--- config.mk ---
export PLATFORM = sky130hd
export DESIGN_NAME = axi_lite_slave_regs_flat
export DESIGN_NICKNAME = d
export VERILOG_FILES = /design/src/rtl/axi_lite_slave_regs_pkg.sv /design/src/rtl/axi_lite_slave_regs_if.sv /design/src/rtl/axi_lite_slave_regs_regfile.sv /design/src/rtl/axi_lite_slave_regs.sv /design/src/flat_wrapper.sv
export SDC_FILE = /design/constraint.sdc
export NUM_CORES = 1
export LEC_CHECK = 0
export BUFFER_PORTS_ARGS = -buffer_cell sky130_fd_sc_hd__buf_2
export CAP_MARGIN = 10
export CORE_MARGIN = 2
export CORE_UTILIZATION = 45
export CTS_CLUSTER_DIAMETER = 100
export DETAILED_ROUTE_END_ITERATION = 16
export GPL_TIMING_DRIVEN = 1
export HOLD_SLACK_MARGIN = 0.06
export PLACE_DENSITY = 0.59
export SYNTH_ARGS = -nofsm -noshare
export SYNTH_HDL_FRONTEND = slang
export SYNTH_HIERARCHICAL = 1
export SYNTH_SLANG_ARGS = --single-unit
--- constraint.sdc ---
create_clock -name aclk -period 8.6 [get_ports aclk]
set_clock_uncertainty 0.1 [all_clocks]
set_input_delay 0.86 -clock aclk [delete_from_list [all_inputs] [get_ports aclk]]
set_output_delay 0.86 -clock aclk [all_outputs]
set_load 0.01 [all_outputs]
--- src/rtl/axi_lite_slave_regs_pkg.sv ---
// Shared types and helpers for the AXI4-Lite register slave.
package axi_lite_pkg;

   localparam logic [1:0] RESP_OKAY   = 2'b00;
   localparam logic [1:0] RESP_SLVERR = 2'b10;

   typedef enum logic {W_ADDR, W_RESP} wr_state_e;
   typedef enum logic {R_ADDR, R_DATA} rd_state_e;

   function automatic logic [31:0] strb_merge(
      input logic [31:0] old_v,
      input logic [31:0] new_v,
      input logic [3:0]  strb
   );
      logic [31:0] r;
      for (int i = 0; i < 4; i++) begin
         r[8*i +: 8] = strb[i] ? new_v[8*i +: 8] : old_v[8*i +: 8];
      end
      return r;
   endfunction

endpackage

--- src/rtl/axi_lite_slave_regs_if.sv ---
// AXI4-Lite bus bundle with master and slave views.
interface axi_lite_if #(
   parameter int ADDR_W = 32,
   parameter int DATA_W = 32,
   parameter int ID_W   = 4
);
   logic [ADDR_W-1:0] awaddr;
   logic              awvalid;
   logic              awready;
   logic [ID_W-1:0]   awid;
   logic [3:0]        awlen;
   logic [2:0]        awsize;
   logic [1:0]        awburst;
   logic [DATA_W-1:0] wdata;
   logic [3:0]        wstrb;
   logic              wvalid;
   logic              wready;
   logic [ID_W-1:0]   wid;
   logic              wlast;
   logic [1:0]        bresp;
   logic [ID_W-1:0]   bid;
   logic              bvalid;
   logic              bready;
   logic [ADDR_W-1:0] araddr;
   logic              arvalid;
   logic              arready;
   logic [ID_W-1:0]   arid;
   logic [3:0]        arlen;
   logic [2:0]        arsize;
   logic [1:0]        arburst;
   logic [DATA_W-1:0] rdata;
   logic [1:0]        rresp;
   logic [ID_W-1:0]   rid;
   logic              rlast;
   logic              rvalid;
   logic              rready;

   modport master (
      output awaddr, awvalid, awid, awlen, awsize, awburst,
      output wdata, wstrb, wvalid, wid, wlast, bready,
      output araddr, arvalid, arid, arlen, arsize, arburst, rready,
      input  awready, wready, bresp, bid, bvalid,
      input  arready, rdata, rresp, rid, rlast, rvalid
   );

   modport slave (
      input  awaddr, awvalid, awid, awlen, awsize, awburst,
      input  wdata, wstrb, wvalid, wid, wlast, bready,
      input  araddr, arvalid, arid, arlen, arsize, arburst, rready,
      output awready, wready, bresp, bid, bvalid,
      output arready, rdata, rresp, rid, rlast, rvalid
   );
endinterface

--- src/rtl/axi_lite_slave_regs_regfile.sv ---
// Register array: byte-strobed write port, combinational read port.
module axi_lite_regfile
   import axi_lite_pkg::*;
#(
   parameter int NUM_REGS = 16,
   parameter int IDX_W    = $clog2(NUM_REGS)
) (
   input  logic             clk_i,
   input  logic             rst_ni,
   input  logic             we_i,
   input  logic [IDX_W-1:0] widx_i,
   input  logic [31:0]      wdata_i,
   input  logic [3:0]       wstrb_i,
   input  logic [IDX_W-1:0] ridx_i,
   output logic [31:0]      rdata_o
);
   logic [31:0] mem_q [NUM_REGS];

   always_ff @(posedge clk_i or negedge rst_ni) begin
      if (!rst_ni) begin
         for (int i = 0; i < NUM_REGS; i++) mem_q[i] <= '0;
      end else if (we_i) begin
         mem_q[widx_i] <= strb_merge(mem_q[widx_i], wdata_i, wstrb_i);
      end
   end

   assign rdata_o = mem_q[ridx_i];
endmodule

--- src/rtl/axi_lite_slave_regs.sv ---
// AXI4-Lite slave register bank with independent write and read engines.
module axi_lite_slave_regs
   import axi_lite_pkg::*;
#(
   parameter int ADDR_W   = 32,
   parameter int DATA_W   = 32,
   parameter int ID_W     = 4,
   parameter int NUM_REGS = 16
) (
   input logic         aclk,
   input logic         aresetn,
   axi_lite_if.slave   s
);
   localparam int IDX_W = $clog2(NUM_REGS);

   function automatic logic is_err(
      input logic [ADDR_W-1:0] a,
      input logic [3:0]        len
   );
      return (a >= ADDR_W'(NUM_REGS*4)) || (len != 4'd0);
   endfunction

   wr_state_e         wr_state_q, wr_state_d;
   rd_state_e         rd_state_q, rd_state_d;
   logic              rdy_q;
   logic              aw_held_q, aw_held_d;
   logic              w_held_q, w_held_d;
   logic              aw_err_q, aw_err_d;
   logic [IDX_W-1:0]  awidx_q, awidx_d;
   logic [ID_W-1:0]   awid_q, awid_d;
   logic [DATA_W-1:0] wdata_q, wdata_d;
   logic [3:0]        wstrb_q, wstrb_d;
   logic [1:0]        bresp_q, bresp_d;
   logic [ID_W-1:0]   bid_q, bid_d;
   logic [DATA_W-1:0] rdata_q, rdata_d;
   logic [1:0]        rresp_q, rresp_d;
   logic [ID_W-1:0]   rid_q, rid_d;
   logic              awready, wready, arready;
   logic              aw_hs, w_hs, ar_hs;
   logic              we;
   logic              ar_err;
   logic [DATA_W-1:0] rf_rdata;
   logic              unused_ok;

   // Readies stay low until the first edge after reset release.
   assign awready = rdy_q && wr_state_q == W_ADDR && !aw_held_q;
   assign wready  = rdy_q && wr_state_q == W_ADDR && !w_held_q;
   assign arready = rdy_q && rd_state_q == R_ADDR;
   assign aw_hs   = s.awvalid && awready;
   assign w_hs    = s.wvalid && wready;
   assign ar_hs   = s.arvalid && arready;
   assign ar_err  = is_err(s.araddr, s.arlen);

   always_comb begin
      wr_state_d = wr_state_q;
      aw_held_d  = aw_held_q;
      w_held_d   = w_held_q;
      aw_err_d   = aw_err_q;
      awidx_d    = awidx_q;
      awid_d     = awid_q;
      wdata_d    = wdata_q;
      wstrb_d    = wstrb_q;
      bresp_d    = bresp_q;
      bid_d      = bid_q;
      we         = 1'b0;
      unique case (wr_state_q)
         W_ADDR: begin
            if (aw_hs) begin
               aw_held_d = 1'b1;
               aw_err_d  = is_err(s.awaddr, s.awlen);
               awidx_d   = s.awaddr[IDX_W+1:2];
               awid_d    = s.awid;
            end
            if (w_hs) begin
               w_held_d = 1'b1;
               wdata_d  = s.wdata;
               wstrb_d  = s.wstrb;
            end
            if (aw_held_d && w_held_d) begin
               we         = !aw_err_d;
               bresp_d    = aw_err_d ? RESP_SLVERR : RESP_OKAY;
               bid_d      = awid_d;
               wr_state_d = W_RESP;
            end
         end
         W_RESP: begin
            if (s.bready) begin
               aw_held_d  = 1'b0;
               w_held_d   = 1'b0;
               wr_state_d = W_ADDR;
            end
         end
      endcase
   end

   always_comb begin
      rd_state_d = rd_state_q;
      rdata_d    = rdata_q;
      rresp_d    = rresp_q;
      rid_d      = rid_q;
      unique case (rd_state_q)
         R_ADDR: begin
            if (ar_hs) begin
               rdata_d    = ar_err ? '0 : rf_rdata;
               rresp_d    = ar_err ? RESP_SLVERR : RESP_OKAY;
               rid_d      = s.arid;
               rd_state_d = R_DATA;
            end
         end
         R_DATA: begin
            if (s.rready) rd_state_d = R_ADDR;
         end
      endcase
   end

   always_ff @(posedge aclk or negedge aresetn) begin
      if (!aresetn) begin
         wr_state_q <= W_ADDR;
         rd_state_q <= R_ADDR;
         rdy_q      <= 1'b0;
         aw_held_q  <= 1'b0;
         w_held_q   <= 1'b0;
         aw_err_q   <= 1'b0;
         awidx_q    <= '0;
         awid_q     <= '0;
         wdata_q    <= '0;
         wstrb_q    <= '0;
         bresp_q    <= '0;
         bid_q      <= '0;
         rdata_q    <= '0;
         rresp_q    <= '0;
         rid_q      <= '0;
      end else begin
         wr_state_q <= wr_state_d;
         rd_state_q <= rd_state_d;
         rdy_q      <= 1'b1;
         aw_held_q  <= aw_held_d;
         w_held_q   <= w_held_d;
         aw_err_q   <= aw_err_d;
         awidx_q    <= awidx_d;
         awid_q     <= awid_d;
         wdata_q    <= wdata_d;
         wstrb_q    <= wstrb_d;
         bresp_q    <= bresp_d;
         bid_q      <= bid_d;
         rdata_q    <= rdata_d;
         rresp_q    <= rresp_d;
         rid_q      <= rid_d;
      end
   end

   axi_lite_regfile #(
      .NUM_REGS (NUM_REGS),
      .IDX_W    (IDX_W)
   ) u_regfile (
      .clk_i   (aclk),
      .rst_ni  (aresetn),
      .we_i    (we),
      .widx_i  (awidx_d),
      .wdata_i (wdata_d),
      .wstrb_i (wstrb_d),
      .ridx_i  (s.araddr[IDX_W+1:2]),
      .rdata_o (rf_rdata)
   );

   assign s.awready = awready;
   assign s.wready  = wready;
   assign s.bvalid  = wr_state_q == W_RESP;
   assign s.bresp   = bresp_q;
   assign s.bid     = bid_q;
   assign s.arready = arready;
   assign s.rvalid  = rd_state_q == R_DATA;
   assign s.rlast   = rd_state_q == R_DATA;
   assign s.rdata   = rdata_q;
   assign s.rresp   = rresp_q;
   assign s.rid     = rid_q;

   assign unused_ok = ^{s.awsize, s.awburst, s.wid, s.wlast,
                        s.arsize, s.arburst};
endmodule

--- src/flat_wrapper.sv ---
// flat-port wrapper written by rule: the top's interface ports become plain ports
module axi_lite_slave_regs_flat import axi_lite_pkg::*;
#(
   parameter int ADDR_W   = 32,
   parameter int DATA_W   = 32,
   parameter int ID_W     = 4,
   parameter int NUM_REGS = 16
)
  (aclk, aresetn, s_awaddr, s_awvalid, s_awid, s_awlen, s_awsize, s_awburst, s_wdata, s_wstrb, s_wvalid, s_wid, s_wlast, s_bready, s_araddr, s_arvalid, s_arid, s_arlen, s_arsize, s_arburst, s_rready, s_awready, s_wready, s_bresp, s_bid, s_bvalid, s_arready, s_rdata, s_rresp, s_rid, s_rlast, s_rvalid);
  axi_lite_if #(.ADDR_W(ADDR_W), .DATA_W(DATA_W), .ID_W(ID_W)) s_i ();
  input logic aclk;
  input logic aresetn;
  input wire logic [$bits(s_i.awaddr)-1:0] s_awaddr;
  input wire logic [$bits(s_i.awvalid)-1:0] s_awvalid;
  input wire logic [$bits(s_i.awid)-1:0] s_awid;
  input wire logic [$bits(s_i.awlen)-1:0] s_awlen;
  input wire logic [$bits(s_i.awsize)-1:0] s_awsize;
  input wire logic [$bits(s_i.awburst)-1:0] s_awburst;
  input wire logic [$bits(s_i.wdata)-1:0] s_wdata;
  input wire logic [$bits(s_i.wstrb)-1:0] s_wstrb;
  input wire logic [$bits(s_i.wvalid)-1:0] s_wvalid;
  input wire logic [$bits(s_i.wid)-1:0] s_wid;
  input wire logic [$bits(s_i.wlast)-1:0] s_wlast;
  input wire logic [$bits(s_i.bready)-1:0] s_bready;
  input wire logic [$bits(s_i.araddr)-1:0] s_araddr;
  input wire logic [$bits(s_i.arvalid)-1:0] s_arvalid;
  input wire logic [$bits(s_i.arid)-1:0] s_arid;
  input wire logic [$bits(s_i.arlen)-1:0] s_arlen;
  input wire logic [$bits(s_i.arsize)-1:0] s_arsize;
  input wire logic [$bits(s_i.arburst)-1:0] s_arburst;
  input wire logic [$bits(s_i.rready)-1:0] s_rready;
  output wire logic [$bits(s_i.awready)-1:0] s_awready;
  output wire logic [$bits(s_i.wready)-1:0] s_wready;
  output wire logic [$bits(s_i.bresp)-1:0] s_bresp;
  output wire logic [$bits(s_i.bid)-1:0] s_bid;
  output wire logic [$bits(s_i.bvalid)-1:0] s_bvalid;
  output wire logic [$bits(s_i.arready)-1:0] s_arready;
  output wire logic [$bits(s_i.rdata)-1:0] s_rdata;
  output wire logic [$bits(s_i.rresp)-1:0] s_rresp;
  output wire logic [$bits(s_i.rid)-1:0] s_rid;
  output wire logic [$bits(s_i.rlast)-1:0] s_rlast;
  output wire logic [$bits(s_i.rvalid)-1:0] s_rvalid;
  assign s_i.awaddr = s_awaddr;
  assign s_i.awvalid = s_awvalid;
  assign s_i.awid = s_awid;
  assign s_i.awlen = s_awlen;
  assign s_i.awsize = s_awsize;
  assign s_i.awburst = s_awburst;
  assign s_i.wdata = s_wdata;
  assign s_i.wstrb = s_wstrb;
  assign s_i.wvalid = s_wvalid;
  assign s_i.wid = s_wid;
  assign s_i.wlast = s_wlast;
  assign s_i.bready = s_bready;
  assign s_i.araddr = s_araddr;
  assign s_i.arvalid = s_arvalid;
  assign s_i.arid = s_arid;
  assign s_i.arlen = s_arlen;
  assign s_i.arsize = s_arsize;
  assign s_i.arburst = s_arburst;
  assign s_i.rready = s_rready;
  assign s_awready = s_i.awready;
  assign s_wready = s_i.wready;
  assign s_bresp = s_i.bresp;
  assign s_bid = s_i.bid;
  assign s_bvalid = s_i.bvalid;
  assign s_arready = s_i.arready;
  assign s_rdata = s_i.rdata;
  assign s_rresp = s_i.rresp;
  assign s_rid = s_i.rid;
  assign s_rlast = s_i.rlast;
  assign s_rvalid = s_i.rvalid;
  axi_lite_slave_regs #(.ADDR_W(ADDR_W), .DATA_W(DATA_W), .ID_W(ID_W), .NUM_REGS(NUM_REGS)) u_core (.aclk(aclk), .aresetn(aresetn), .s(s_i));
endmodule
Yosys cells after proc, flatten, opt, wreduce, memory -nomap -nowiden
Index checks and enable logic that the tools add are counted.
{"block": "totals", "register_bits": 606, "output_inout_bits": 50, "elab_cells": 99}
{"block": "classes", "order_cmp": 5, "eq_ne": 1, "mux": 40, "n_bitwise": 4, "n_reduce_logical": 18}
{"op": "512-bit bitwise mux", "count": 1}
{"op": "32-bit binary-select mux with 4-bit select", "count": 2}
{"op": "32-bit two-way mux", "count": 8}
{"op": "32-bit demux with 4-bit select", "count": 1}
{"op": "32-bit by 7-bit >= comparator with 1-bit output (second input constant)", "count": 2}
{"op": "8-bit two-way mux", "count": 4}
{"op": "4-bit two-way mux", "count": 5}
{"op": "1-bit two-way mux", "count": 13}
{"op": "5-bit >= comparator (second input constant)", "count": 2}
{"op": "4-bit NOT with 5-bit output", "count": 2}
{"op": "1-bit logical AND", "count": 9}
{"op": "1-bit one-hot mux with 2 select lines", "count": 4}
{"op": "4-bit nonzero test", "count": 2}
{"op": "5-bit by 1-bit less-than comparator with 1-bit output (second input constant)", "count": 1}
{"op": "2-bit two-way mux", "count": 2}
{"op": "2-bit AND reduction", "count": 2}
{"op": "1-bit logical NOT", "count": 3}
{"op": "1-bit logical OR", "count": 2}
{"op": "2-bit inequality test (second input constant)", "count": 1}
{"op": "1-bit NOT", "count": 2}

Longest topological paths before layout
Gate-level depths: netlist of run 1.
{"block": "logic_depth", "word_depth": 12, "mapped_depth": 12}

Cells and area by module
The synthesis of run 1 kept the hierarchy.
{"module": "axi_lite_regfile", "instances": 1, "cells_each": 2516, "area_per_inst_um2": 29883.7}
{"module": "axi_lite_slave_regs", "instances": 1, "cells_each": 312, "area_per_inst_um2": 3861.2}

Worst setup path after synthesis of run 1
Ideal clock, no wire load.
{"block": "synth_timing", "path_kind": "input to register", "startpoint": "input s_awvalid", "endpoint": "register u_core/u_regfile/mem_q[104] (netlist name)", "setup_ns": 0.136, "t_arrival_ns": 3.019, "t_required_ns": 8.364, "path_slack_ns": 5.345, "stages": 12, "n_path_buf": 6, "cell_sequence": "nor4bb_1 > buf_2 > mux2_1 > buf_4 > buf_6 > buf_6 > buf_4 > buf_4 > mux2i_1 > nor2_1 > nor2_1 > a21oi_1"}
{"block": "synth_via", "elab_chain_len": 9, "elab_cells_between_ends": 22}
{"element": "from (decl)", "line_no": "flat_wrapper.sv:14", "text": "input wire logic [$bits(s_i.awvalid)-1:0] s_awvalid;"}
{"element": "1-bit logical AND (*)", "line_no": "axi_lite_slave_regs.sv:49", "text": "assign aw_hs = s.awvalid && awready;"}
{"element": "4-bit two-way mux (*)", "line_no": "axi_lite_slave_regs.sv:68", "text": "if (aw_hs) begin"}
{"element": "4-bit two-way mux (*)", "line_no": "axi_lite_slave_regs.sv:66", "text": "unique case (wr_state_q)"}
{"element": "net u_core.awidx_d[0]", "line_no": "axi_lite_slave_regs.sv:29", "text": "logic [IDX_W-1:0] awidx_q, awidx_d;"}
{"element": "4-bit NOT with 5-bit output (implied by the code) (*)", "line_no": "axi_lite_slave_regs_regfile.sv:23", "text": "mem_q[widx_i] <= strb_merge(mem_q[widx_i], wdata_i, wstrb_i);"}
{"element": "5-bit >= comparator (implied by the code), or another cell as far along", "line_no": "axi_lite_slave_regs_regfile.sv:23"}
{"element": "1-bit logical AND (implied by the code) or 32-bit two-way mux (tied branches)", "line_no": "axi_lite_slave_regs_regfile.sv:23"}
{"element": "32-bit two-way mux (implied by the code)", "line_no": "axi_lite_slave_regs_regfile.sv:23"}
{"element": "32-bit demux with 4-bit select or 8-bit two-way mux (tied branches)", "line_no": "axi_lite_slave_regs_regfile.sv:23, axi_lite_slave_regs_pkg.sv:17"}
{"element": "512-bit bitwise mux (*)", "line_no": "axi_lite_slave_regs_regfile.sv:23"}
{"element": "to (signal, indexed assignment)", "line_no": "axi_lite_slave_regs_regfile.sv:23"}
{"element": "to (decl)", "line_no": "axi_lite_slave_regs_regfile.sv:17", "text": "logic [31:0] mem_q [NUM_REGS];"}
Mark *: on every way through the listed nets, which the timed path passes. The rest lies on a longest branch. The select of a mux whose other input is x is not followed.
A chain may end at the register's enable or synchronous reset.

Final worst setup path of run 1
{"block": "layout_timing", "startpoint": "register u_core.wr_state_q, in the netlist u_core/s.bvalid", "endpoint": "register u_core/u_regfile/mem_q[426] (netlist name)"}
{"block": "layout_via", "elab_cells_between_ends": 33}
{"element": "from (decl)", "line_no": "axi_lite_slave_regs.sv:23", "text": "wr_state_e wr_state_q, wr_state_d;"}
{"element": "from (signal assigned)", "line_no": "axi_lite_slave_regs.sv:134", "text": "wr_state_q <= wr_state_d;"}
{"element": "1-bit NOT", "line_no": "axi_lite_slave_regs.sv:46, axi_lite_slave_regs.sv:47"}
{"element": "1-bit logical AND", "line_no": "axi_lite_slave_regs.sv:46, axi_lite_slave_regs.sv:47"}
{"element": "1-bit logical AND, on equally long branches", "line_no": "axi_lite_slave_regs.sv:46, axi_lite_slave_regs.sv:47"}
{"element": "1-bit logical AND, on equally long branches", "line_no": "axi_lite_slave_regs.sv:49, axi_lite_slave_regs.sv:50"}
{"element": "1-bit two-way mux, on equally long branches", "line_no": "axi_lite_slave_regs.sv:68, axi_lite_slave_regs.sv:74"}
{"element": "1-bit two-way mux", "line_no": "axi_lite_slave_regs.sv:66"}
{"element": "1-bit logical NOT or 1-bit logical AND (tied branches)", "line_no": "axi_lite_slave_regs.sv:80, axi_lite_slave_regs.sv:79"}
{"element": "1-bit two-way mux", "line_no": "axi_lite_slave_regs.sv:79", "text": "if (aw_held_d && w_held_d) begin"}
{"element": "1-bit two-way mux (*)", "line_no": "axi_lite_slave_regs.sv:66"}
{"element": "net u_core.we", "line_no": "axi_lite_slave_regs.sv:40", "text": "logic we;"}
Marks and branches as above.

==> results of run 1 <==
placed cells by master, fill, tap and decap left out, types with 5 or more instances in the layout:
cell type and instances:
mux2i_1 669, dfrtp_1 604, a21oi_1 508, mux4_2 192, buf_2 163, nor2_1 158, nand2_1 108, clkbuf_16 74
buf_4 45, mux2_1 40, nand2b_1 35, mux2_2 35, o22ai_1 33, o21ai_2 32, a31oi_1 23, nand3_1 19
a2bb2oi_1 18, clkbuf_8 16, o21ai_1 15, clkinv_2 14, a221oi_1 14, nor4_1 11, clkbuf_1 10, bufinv_16 9
nor2_4 9, nor3_1 8, nor3_4 5
power breakdown:
part / internal, mW / leakage [nW] / switching, mW / total [mW]
sequential: 3.75 / 8.10 / 0.681 / 4.43
combinational: 1.86 / 6.57 / 2.84 / 4.69
clock: 1.97 / 1.24 / 1.25 / 3.22
total: 7.58 / 15.9 / 4.77 / 12.4
cell type report:
class,instances,area [um^2],area share (%)
inverter,2,7.51,0.0200
clock buffer,99,2100,5.58
clock inverter,28,392,1.04
multi-input combinational,1980,17500,46.5
timing repair buffer,214,1250,3.34
tap,969,1210,3.23
sequential,604,15100,40.3
flip-flops by register name, summed over array words and instances (netlist names), 4 cells and up:
register,cells
u_core/wdata_q,32
u_core/wstrb_q,4
u_core/s.bid,4
u_core/awidx_q,4
u_core/s.rdata,32
u_core/s.rid,4
u_core/u_regfile/mem_q,512
u_core/awid_q,4
kinds of logic (layout without fill, tap and decap cells):
group	count (synthesis)	in the layout	synth area share [%]
buffers and inverters	245	343	3.73
other	2	3	0.0223
and+or+nand+nor	389	389	5.60
AOI/OAI and AO/OA	650	650	10.6
muxes	938	938	35.2
DFF	604	604	44.8
layer usage:
metal	up-vias	share of wire, %	routed length, um	track usage, %
met5	-	0.011	12	0
met4	2	3.6	4030	10.9
met3	269	9.0	10100	6.02
met2	1326	46	51600	45.2
met1	13000	42	46900	40.1
li1	10700	-	-	-
critical path, stage by stage, from the launching register on:
cell	delay, ns
dfrtp_1	0.46
nor4bb_2	0.30
buf_4	0.25
a31oi_1	0.15
nor2b_1	0.81
nor3b_2	0.74
nand2_2	0.72
buf_4	0.55
nor2_1	0.80
a21oi_1	0.17
metrics by stage:
stage	utilization (%)	power (mW)	instance area, um^2
floorplan	-	7.70	33700
global placement	47.2	8.84	35100
detailed placement	47.2	9.05	35100
CTS	50.5	12.3	37500
global route	50.5	13.0	37500
finish	50.5	12.4	37500
how the worst min path moves through the flow:
stage                             endpoint
5_1_grt        u_core/u_regfile/mem_q[300]
2_1_floorplan            u_core/wdata_q[0]
3_3_place_gp             u_core/s.rdata[3]
6_report       u_core/u_regfile/mem_q[429]
3_5_place_dp            u_core/s.rdata[18]
4_1_cts        u_core/u_regfile/mem_q[429]
==> metrics.txt, run 1 <==
outcome=finished clean; CP startpoint=u_core/s.bvalid; R2R Path End=u_core/u_regfile/mem_q[426]; initial antenna violation count=1; vias=25300; core area=74300 um^2; CTS Buf Count=70; R2R cell count=9; PwrDens=329 nW/um^2; synthesized cell area=33700 um^2; Die ar.=77200 um^2; post-synthesis sequential element count=604; RePlAce Congestion=0.851; Avg WL per Cell=28.9 um; kind of critical path=flip-flop to flip-flop; CP arrival=5.57 ns; # IOs=188; DP HPWL=65700 um; commonest cells in the synthesized netlist=mux2i_1, dfrtp_1, a21oi_1; Syn Area/Cell=11.9 um^2; remaining global-route overflow=0; worst setup margin=3.39 ns; ANT nets after route=0; maximum vdd drop=161 uV; Leak Pwr=15.9 nW; layout cells sized above 1=21.5%; CTS max path bufs=3; Remaining DRCs=0; Netlist cell types=50; endpoints failing hold=0; non-filler instance count after layout=3896; starting density of the core=45.4%; Area Growth Syn to Fin=11.3%; clock sinks=604; Cells after DPL=3769; num rows=100; Resized cells post-CTS=0; Reg2Reg Setup Slack=3.39 ns; crit end category=flip-flop; Synth Flop Type=dfrtp_1; EDFF count, synth=0; Data required, critical path=8.96 ns; 1st-iter DRT viols=2727; min-delay worst type=input pin to async pin; Least-Margin Pin Slew=1.32 ns; CP Max Fanout=19; Synth warnings=6; worst setup path end=u_core/u_regfile/mem_q[426]; Synth area leaders=dfrtp_1, mux2i_1, mux4_2, a21oi_1, nor2_1; Post-CTS Setup Bufs=0; Mapped Cells=2828; CTS clock-pin slew for the worst setup and hold paths=0.06 ns; Synth area leader=dfrtp_1; Filler Cells Inserted=6497; worst reg2reg path startpoint=u_core/s.bvalid; first-pass GRT wire length=169000 um; CTS tree=done; endpoints failing setup=0; largest net degree at the start of global routing=185; CTS Root Cell=clkbuf_16; relative slew slack=11.9%; die height=278 um; Max Cap Viol=0; CP startpoint kind=flip-flop; Synth top area share=44.8%; asr flop ratio synth=100%; Setup WS pre-CTS=3.12 ns; fin crit share=60.6%; Slew Limit Fails=0; PortBufs=166; Die Width=278 um; setup_tns=0 ns; clk_lat worst skew=0.63 ns; RSZ-0062 raised after global routing=no; number of global-route vias before repair=25900; CTS H-tree lvls=3; max frequency=192 MHz; fin crit period=5.21 ns; GRT Total Usage=29.0%; hold buffers post-CTS=0; drt total wl=113000 um; routed vias/inst=6.48; DRT Pass-1 Iters=6; Min Hold Slack=0.203 ns; Inserted Diodes=0; count leader, synth=mux2i_1; register area share after synthesis=44.8%; final net count=3010
(Power assumes the default switching activity.)
==> run 2: changes to the inputs <==
- clock period: 8.6 -> 5.06 ns (I/O delays scaled with it)
==> metrics.txt, run 2 (synthesized netlist as in run 1, its figures left out) <==
DP HPWL=68800 um; CTS H-tree lvls=3; worst setup margin=1.24 ns; Inserted Diodes=0; post-route cell area=38400 um^2; Pwr Total=20.7 mW; Cells after DPL=3853; RSZ-0062 raised after global routing=no; Setup WS pre-CTS=1.19 ns; fin crit share=75.5%; GRT Total Usage=28.4%; outcome=finished clean; PortBufs=166; clk_lat worst skew=0.61 ns; PwrDens=539 nW/um^2; endpoints failing hold=0; max frequency=262 MHz; Max Cap Viol=0; Top reg by flops=u_core/u_regfile/mem_q; endpoints failing setup=0; fin util=51.7%; fin crit period=3.82 ns; CP Max Fanout=61; Reg2Reg Setup Slack=1.24 ns; core area=74300 um^2; CTS Buf Count=70; switching share of power=38.9%; CP startpoint kind=flip-flop; first-pass GRT wire length=166000 um; most frequent cells in the layout=mux2i_1, dfrtp_1, a21oi_1; layout cells sized above 1=23.1%; CTS tree=done; crit end category=flip-flop; CTS Root Cell=clkbuf_16; clock sinks=604; Slew Limit Fails=0; most common cell after layout, fill and taps aside=mux2i_1; num rows=100; Die ar.=77200 um^2; Filler Cells Inserted=6476; starting density of the core=45.4%; R2R cell count=8; drt total wl=110000 um; number of global-route vias before repair=26100; remaining global-route overflow=0; largest net degree at the start of global routing=111; # IOs=188; ANT nets after route=0; Die Width=278 um; final net count=3127; logic gate share of total power=39.1%; relative slew slack=24.5%; initial antenna violation count=1; Min Hold Slack=0.0937 ns; Remaining DRCs=0; CTS clock-pin slew for the worst setup and hold paths=0.06 ns; Reg power frac=36.3%; R2R Path End=u_core/u_regfile/mem_q[247]; CP startpoint=u_core/s.bvalid; Hold Crit Start=s_wdata[7]; worst reg2reg path startpoint=u_core/s.bvalid; die height=278 um; worst hold stages=2; 1st-iter DRT viols=2724; setup_tns=0 ns; internal power=12.7 mW; max reg flops=512; RePlAce Congestion=0.865; vias=25600; clock share of power=24.6%; min-delay worst type=input pin to flip-flop; routed vias/inst=6.39; CP arrival=4.18 ns; DRT Pass-1 Iters=6; CTS max path bufs=3; non-filler instance count after layout=4011; Area Growth Syn to Fin=13.8%; Least-Margin Pin Slew=1.13 ns; Resized cells post-CTS=0; kind of critical path=flip-flop to flip-flop; area of placed instances=35800 um^2; Avg WL per Cell=27.5 um; Leak Pwr=16.4 nW; Switch Pwr=8.05 mW; Data required, critical path=5.42 ns; maximum vdd drop=227 uV; Hold Path End=u_core/wdata_q[7]
run 2: cell count changes in the layout (fill, tap and decap cells not counted), moves of 2 or more:
| cell | previous run | this run |
|---|---|---|
| clkinvlp_4 | 0 | 2 |
| inv_6 | 2 | 4 |
| buf_12 | 3 | 10 |
| clkbuf_1 | 10 | 19 |
| clkinv_2 | 14 | 7 |
| dlygate4sd3_1 | 0 | 33 |
| bufinv_16 | 9 | 3 |
| buf_4 | 45 | 122 |
run 2: worst max path at each step:
stage | end | slack, ns | cells after the start
3_3_place_gp | u_core/u_regfile/mem_q[386] | 1.21 | 9
3_5_place_dp | u_core/u_regfile/mem_q[247] | 1.19 | 9
5_1_grt | u_core/u_regfile/mem_q[407] | 1.02 | 8
6_report | u_core/u_regfile/mem_q[247] | 1.24 | 8
4_1_cts | u_core/u_regfile/mem_q[247] | 1.31 | 8
2_1_floorplan | u_core/u_regfile/mem_q[104] | 2.16 | 12
run 2: power groups by stage:
stage	combinational [mW]	sequential, mW	clock [mW]
2_1_floorplan	5.91	7.17	0
3_3_place_gp	7.70	7.45	0
3_5_place_dp	7.95	7.55	0
4_1_cts	8.00	7.48	5.22
5_1_grt	8.65	7.70	5.42
6_report	8.10	7.52	5.10
run 2: what timing repair did:
action,4_1_cts,5_1_grt
hold endpoints to repair,116,0
hold buffers,33,0
setup buffers,0,0
run 2: routing by layer:
layer	up-vias	global-route usage, %	share of wire, %
met5	-	0	0.012
met2	1273	45.1	47
met1	13200	39.4	42
met3	258	4.43	8.2
met4	2	10.8	3.5
li1	10900	-	-
run 2: cell type report:
type	instances	area [um^2]	area share (%)
Inverter	2	7.51	0.0195
Tap cell	969	1210	3.16
Multi-Input combinational cell	1980	17500	45.5
Clock inverter	17	184	0.479
Timing Repair Buffer	331	2300	5.99
Sequential cell	604	15100	39.4
Clock buffer	108	2120	5.52
run 2: worst max-delay path, stage by stage, from the launching register on:
cell and delay, ns:
dfrtp_1 0.46, nor4bb_2 0.30, buf_4 0.25, mux2_8 0.57, nand3b_1 0.96, buf_4 0.36
o22ai_1 0.11, nor2_1 0.36, a21oi_1 0.13
